--- src/rtl/pc_sequencer.sv ---
// pc_sequencer: multi-cycle instruction sequencer for the NPC core.
// Owns the architectural PC, walks each instruction through fetch, execute,
// optional memory access and write-back over IFU/LSU valid/ready handshakes,
// and gates register-file writes so every instruction retires exactly once.
module pc_sequencer #(
    parameter logic [31:0] RESET_PC = 32'h8000_0000
) (
    input  logic        clk,
    input  logic        rst_n,
    output logic        ifu_req_valid,
    input  logic        ifu_req_ready,
    output logic [31:0] ifu_addr,
    input  logic        ifu_rsp_valid,
    output logic        ifu_rsp_ready,
    input  logic [31:0] ifu_rdata,
    output logic [31:0] inst,
    output logic [31:0] pc,
    input  logic [2:0]  branch,
    input  logic        zero,
    input  logic        less,
    input  logic [31:0] imm,
    input  logic [31:0] rs1_val,
    input  logic        rd_we,
    input  logic        mem_re,
    input  logic        mem_we,
    input  logic        ebreak,
    output logic        lsu_req_valid,
    input  logic        lsu_req_ready,
    input  logic        lsu_rsp_valid,
    output logic        lsu_rsp_ready,
    output logic        reg_we,
    output logic        retire,
    output logic        halted,
    output logic        error
);

    typedef enum logic [2:0] {
        S_RESET,
        S_FETCH,
        S_IWAIT,
        S_EXEC,
        S_MREQ,
        S_MWAIT,
        S_WB,
        S_HALT
    } state_t;

    localparam logic [2:0] BR_SEQ     = 3'b000;
    localparam logic [2:0] BR_JAL     = 3'b001;
    localparam logic [2:0] BR_JALR    = 3'b010;
    localparam logic [2:0] BR_ILLEGAL = 3'b011;
    localparam logic [2:0] BR_BEQ     = 3'b100;
    localparam logic [2:0] BR_BNE     = 3'b101;
    localparam logic [2:0] BR_BLT     = 3'b110;
    localparam logic [2:0] BR_BGE     = 3'b111;

    state_t      state;
    state_t      state_next;
    logic [31:0] next_pc_q;
    logic        rd_we_q;
    logic [31:0] pc_seq;
    logic [31:0] pc_rel;
    logic [31:0] target_pc;
    logic        bad_branch;

    assign ifu_addr   = pc;
    assign bad_branch = (branch == BR_ILLEGAL);

    // Resolve the successor PC from the branch code and ALU flags; sampled in EXEC
    always_comb begin
        pc_seq    = pc + 32'd4;
        pc_rel    = pc + imm;
        target_pc = pc_seq;
        case (branch)
            BR_SEQ:  target_pc = pc_seq;
            BR_JAL:  target_pc = pc_rel;
            BR_JALR: target_pc = (rs1_val + imm) & ~32'h1;
            BR_BEQ:  target_pc = zero ? pc_rel : pc_seq;
            BR_BNE:  target_pc = zero ? pc_seq : pc_rel;
            BR_BLT:  target_pc = less ? pc_rel : pc_seq;
            BR_BGE:  target_pc = less ? pc_seq : pc_rel;
            default: target_pc = pc_seq;
        endcase
    end

    // Next-state selection and handshake/strobe outputs, all decoded from the state
    always_comb begin
        state_next    = state;
        ifu_req_valid = 1'b0;
        ifu_rsp_ready = 1'b0;
        lsu_req_valid = 1'b0;
        lsu_rsp_ready = 1'b0;
        reg_we        = 1'b0;
        retire        = 1'b0;
        case (state)
            S_RESET: begin
                state_next = S_FETCH;
            end
            S_FETCH: begin
                ifu_req_valid = 1'b1;
                if (ifu_req_ready) begin
                    state_next = S_IWAIT;
                end
            end
            S_IWAIT: begin
                ifu_rsp_ready = 1'b1;
                if (ifu_rsp_valid) begin
                    state_next = S_EXEC;
                end
            end
            S_EXEC: begin
                if (ebreak || bad_branch) begin
                    state_next = S_HALT;
                end else if (mem_re || mem_we) begin
                    state_next = S_MREQ;
                end else begin
                    state_next = S_WB;
                end
            end
            S_MREQ: begin
                lsu_req_valid = 1'b1;
                if (lsu_req_ready) begin
                    state_next = S_MWAIT;
                end
            end
            S_MWAIT: begin
                lsu_rsp_ready = 1'b1;
                if (lsu_rsp_valid) begin
                    state_next = S_WB;
                end
            end
            S_WB: begin
                reg_we     = rd_we_q;
                retire     = 1'b1;
                state_next = S_FETCH;
            end
            S_HALT: begin
                state_next = S_HALT;
            end
            default: begin
                state_next = S_RESET;
            end
        endcase
    end

    // State register; reset aborts any instruction in flight
    always_ff @(posedge clk or negedge rst_n) begin
        if (!rst_n) begin
            state <= S_RESET;
        end else begin
            state <= state_next;
        end
    end

    // Architectural PC, latched instruction, EXEC results and sticky halt/error flags
    always_ff @(posedge clk or negedge rst_n) begin
        if (!rst_n) begin
            pc        <= RESET_PC;
            inst      <= 32'h0;
            next_pc_q <= RESET_PC;
            rd_we_q   <= 1'b0;
            halted    <= 1'b0;
            error     <= 1'b0;
        end else begin
            case (state)
                S_IWAIT: begin
                    if (ifu_rsp_valid) begin
                        inst <= ifu_rdata;
                    end
                end
                S_EXEC: begin
                    if (ebreak) begin
                        halted <= 1'b1;
                    end else if (bad_branch) begin
                        halted <= 1'b1;
                        error  <= 1'b1;
                    end else begin
                        next_pc_q <= target_pc;
                        rd_we_q   <= rd_we;
                    end
                end
                S_WB: begin
                    pc <= next_pc_q;
                end
                default: begin
                end
            endcase
        end
    end

endmodule

--- config.mk ---
export PLATFORM = sky130hd
export DESIGN_NAME = pc_sequencer
export DESIGN_NICKNAME = d
export VERILOG_FILES = /design/src/rtl/pc_sequencer.sv
export SDC_FILE = /design/constraint.sdc
export NUM_CORES = 1
export LEC_CHECK = 0
export ABC_AREA = 1
export CAP_MARGIN = 30
export CORE_ASPECT_RATIO = 0.8
export CORE_UTILIZATION = 36
export CTS_BUF_LIST = sky130_fd_sc_hd__clkbuf_8
export DETAILED_ROUTE_END_ITERATION = 16
export GPL_TIMING_DRIVEN = 0
export SLEW_MARGIN = 5
export SYNTH_ARGS = -nofsm -noshare
export SYNTH_HDL_FRONTEND = slang
export SYNTH_SLANG_ARGS = --single-unit
--- constraint.sdc ---
create_clock -name clk -period 2.55 [get_ports clk]
set_input_delay 0.51 -clock clk [delete_from_list [all_inputs] [get_ports clk]]
set_output_delay 0.51 -clock clk [all_outputs]
set_load 0.01 [all_outputs]
==> metrics <==
H-tree depth=3; sequential cell area=2570 µm²; Async S/R FF share, synth=1.00; total power=12.4 mW; CP Class=input port to register; hold slack=0.478 ns; RSZ-0062 raised after global routing=true; Die Y-Extent=153 µm; ratio of cells with drive above 1 in the final layout=0.129; DIE WIDTH=191 µm; # port buffers=214; Final setup viols=1; CTS tree=done; Skew-Pair Late Insertion Delay=0.38 ns; CTS sink cnt=102; Final #Nets=2070; post-synthesis cell type count=53; area grow syn2layout=33.2%; CTS Buffer Depth=2; register bit count reported by yosys=102; Cells after Synth=1656; Net Switching=5.91 mW; worst setup margin=-0.00569 ns; Hold Path Stages=1; Routed Antenna Nets=0; final hold vios=0; FILL cells=2896; Internal Power=6.46 mW; wire length per cell=17.5 µm; vias in the first global route=10447; initial antenna violation count=1; fin crit share=1.00; Startpoint Class=input port; Max Clk Rate=391 MHz; Num CTS Buffers=9; drt initial violations=1059; clock skew=0.0187 ns; worst-margin pin slew=0.736 ns; largest net degree at the start of global routing=86; sequential cell area fraction in the yosys report=0.249; EDFF count, synth=0; total core area=27600 µm²; drt drc=0; Via Count=11470; fin util=0.495; WL final=39.5 mm; synthesized area=10300 µm²; GPL Wtd Cong=0.995; row count=54; worst-path maximum fanout=5; post-route cell area=13700 µm²; Comb power frac=0.643; Main synth FF type=dfrtp_1; Switching Fraction=0.478; HPWL Detailed=32.5 mm; grt ovf=0; worst path required time=2.82 ns; clock transition at the registers of the reported paths=0.11 ns; Max-Cap Viols=0; area of the multi-input gates=6820 µm²; Top Ports=215; GRT Total Usage=0.267; clock root buffer master=clkbuf_8; Syn Area/Cell=6.20 µm²; failing checks=setup timing; normalized max-slew margin=0.509; Pwr per Cell Area=904 nW/µm²; outcome=complete, but fails checks; Clock Power Share=0.081; part of the power in registers=0.276; Area after DPL=12900 µm²; Pleak=6.81 nW; Warnings, synthesis=0; diode count=0; reg2reg path depth=14; crit end category=register; Worst Hold Class=register to register; die area=29200 µm²; first-pass GRT wire length=59.7 mm; Vias per Instance=5.07; min Tclk post-route=2.56 ns; CP arrival=2.83 ns; Peak VDD IR=0.527 mV; Pre-Repair DR Iteration Count=6; syn_nets=1831; Final Max Slew Viols=0; Initial Utilization=0.372
## worst max-delay path, cell delays in order
cell and delay (ns):
clkdlybuf4s50_1 0.50, ha_2 0.46, nand2_1 0.12, nor2_1 0.25, nand2_1 0.15, nor3_1 0.21, nand2_2 0.12, nand2_1 0.08
nand2_1 0.05, nand3_1 0.11, nand3_1 0.11, nand2_1 0.11, nand2_1 0.05
## flip-flops by register name (all words and copies together), names as in the netlist, named ones only
name / flops
rd_we_q: 1
next_pc_q: 32
state: 2
halted: 1
error: 1
ifu_addr: 32
inst: 32
## cell usage after synthesis, drive strengths merged (3+ instances only)
library cell,count,area [µm²]
inv,255,957
nor3,33,243
a21o,5,37.5
o21ai,64,324
and2,3,18.8
nand2,560,2110
buf,48,325
nand3b,11,82.6
or2,18,113
clkbuf,8,30.0
o21a,3,22.5
nor2,155,602
nor4,5,37.5
ha,62,776
xnor2,4,35.0
xor2,9,78.8
a21oi,82,410
o21bai,11,82.6
nand3,141,726
o211ai,5,37.5
nand4,21,131
mux2,32,360
dfrtp,100,2500
## final cells by class
| type | instances | area share |
|---|---|---|
| Buffer | 55 | 0.0264 |
| Clock buffer | 11 | 0.0111 |
| Clock inverter | 5 | 0.00293 |
| Inverter | 256 | 0.0705 |
| Multi-Input combinational cell | 1242 | 0.499 |
| Sequential cell | 102 | 0.188 |
| Tap cell | 364 | 0.0333 |
| Timing Repair Buffer | 229 | 0.169 |
## path summary, 6_finish.rpt
check,from,end,slack (ns)
max,imm[24],next_pc_q[28]$_DFFE_PN0P_,-0.006
min,error$_DFFE_PN0P_,error$_DFFE_PN0P_,0.48
max reg2reg,ifu_addr[16]$_DFFE_PN0P_,next_pc_q[18]$_DFFE_PN0P_,0.13
min reg2reg,error$_DFFE_PN0P_,error$_DFFE_PN0P_,0.48
max in group asynchronous,rst_n,async pin,1.28
min in group asynchronous,rst_n,next_pc_q[30]$_DFFE_PN0P_,0.56
## stage by stage
| step | TNS [ns] | setup slack, ns | cells |
|---|---|---|---|
| global placement | -331.19 | -3.17 | 2234 |
| floorplan | 0 | 0.327 | 1656 |
| finish | -0.00569 | -0.00569 | 2264 |
| detailed placement | -12.56 | -0.633 | 2235 |
| global route | -0.336 | -0.136 | 2264 |
| CTS | -0.346 | -0.196 | 2252 |
## logic make-up (layout without fill, tap and decap cells)
group                    Yosys count  count (layout)  share of synthesized area
AO/OA/AOI/OAI                    183             183                     0.0989
XOR/XNOR                          13              13                     0.0111
adder cells (fa/ha/maj)           64              64                     0.0794
buffers and inverters            312             556                      0.128
flip-flops                       102             102                      0.249
multiplexers                      32              32                     0.0351
AND/OR/NAND/NOR                  950             950                      0.399
## power by group through the flow
stage                     registers (mW)  logic (mW)  clock network (mW)
after CTS                           3.37        7.62                1.04
after global placement              3.39        7.46                   0
after global routing                3.52        8.79                1.10
after detailed placement            3.40        7.52                   0
final                               3.41        7.95                1.00
after floorplan                     3.25        4.33                   0
## layer usage
metal,up-vias,GRT usage,part of all wire
met5,-,0,0.0012
met4,2,0.0442,0.013
met3,28,0.0586,0.085
met2,422,0.390,0.42
met1,5278,0.403,0.48
li1,5740,-,-
## placed cells by master, fill, tap and decap left out, types with 16 or more instances in the layout
cell	instances
a21oi_1	73
buf_4	46
clkdlybuf4s50_1	203
dfrtp_1	86
ha_1	35
ha_2	16
inv_1	247
mux2_1	20
nand2_1	539
nand2_2	18
nand3_1	130
nand4_1	21
nor2_1	133
nor2_2	16
nor3_1	17
o21ai_0	47
## what timing repair did
item / in CTS / in global routing
buffers inserted: 1 / 12
endpoints found under the setup margin: 17 / 22
pin swaps: 1 / 7
gates resized for setup: 25 / 105
hold buffers: 1 / 0
endpoints found under the hold margin: 15 / 0
Power figures use the tool's default switching activity.
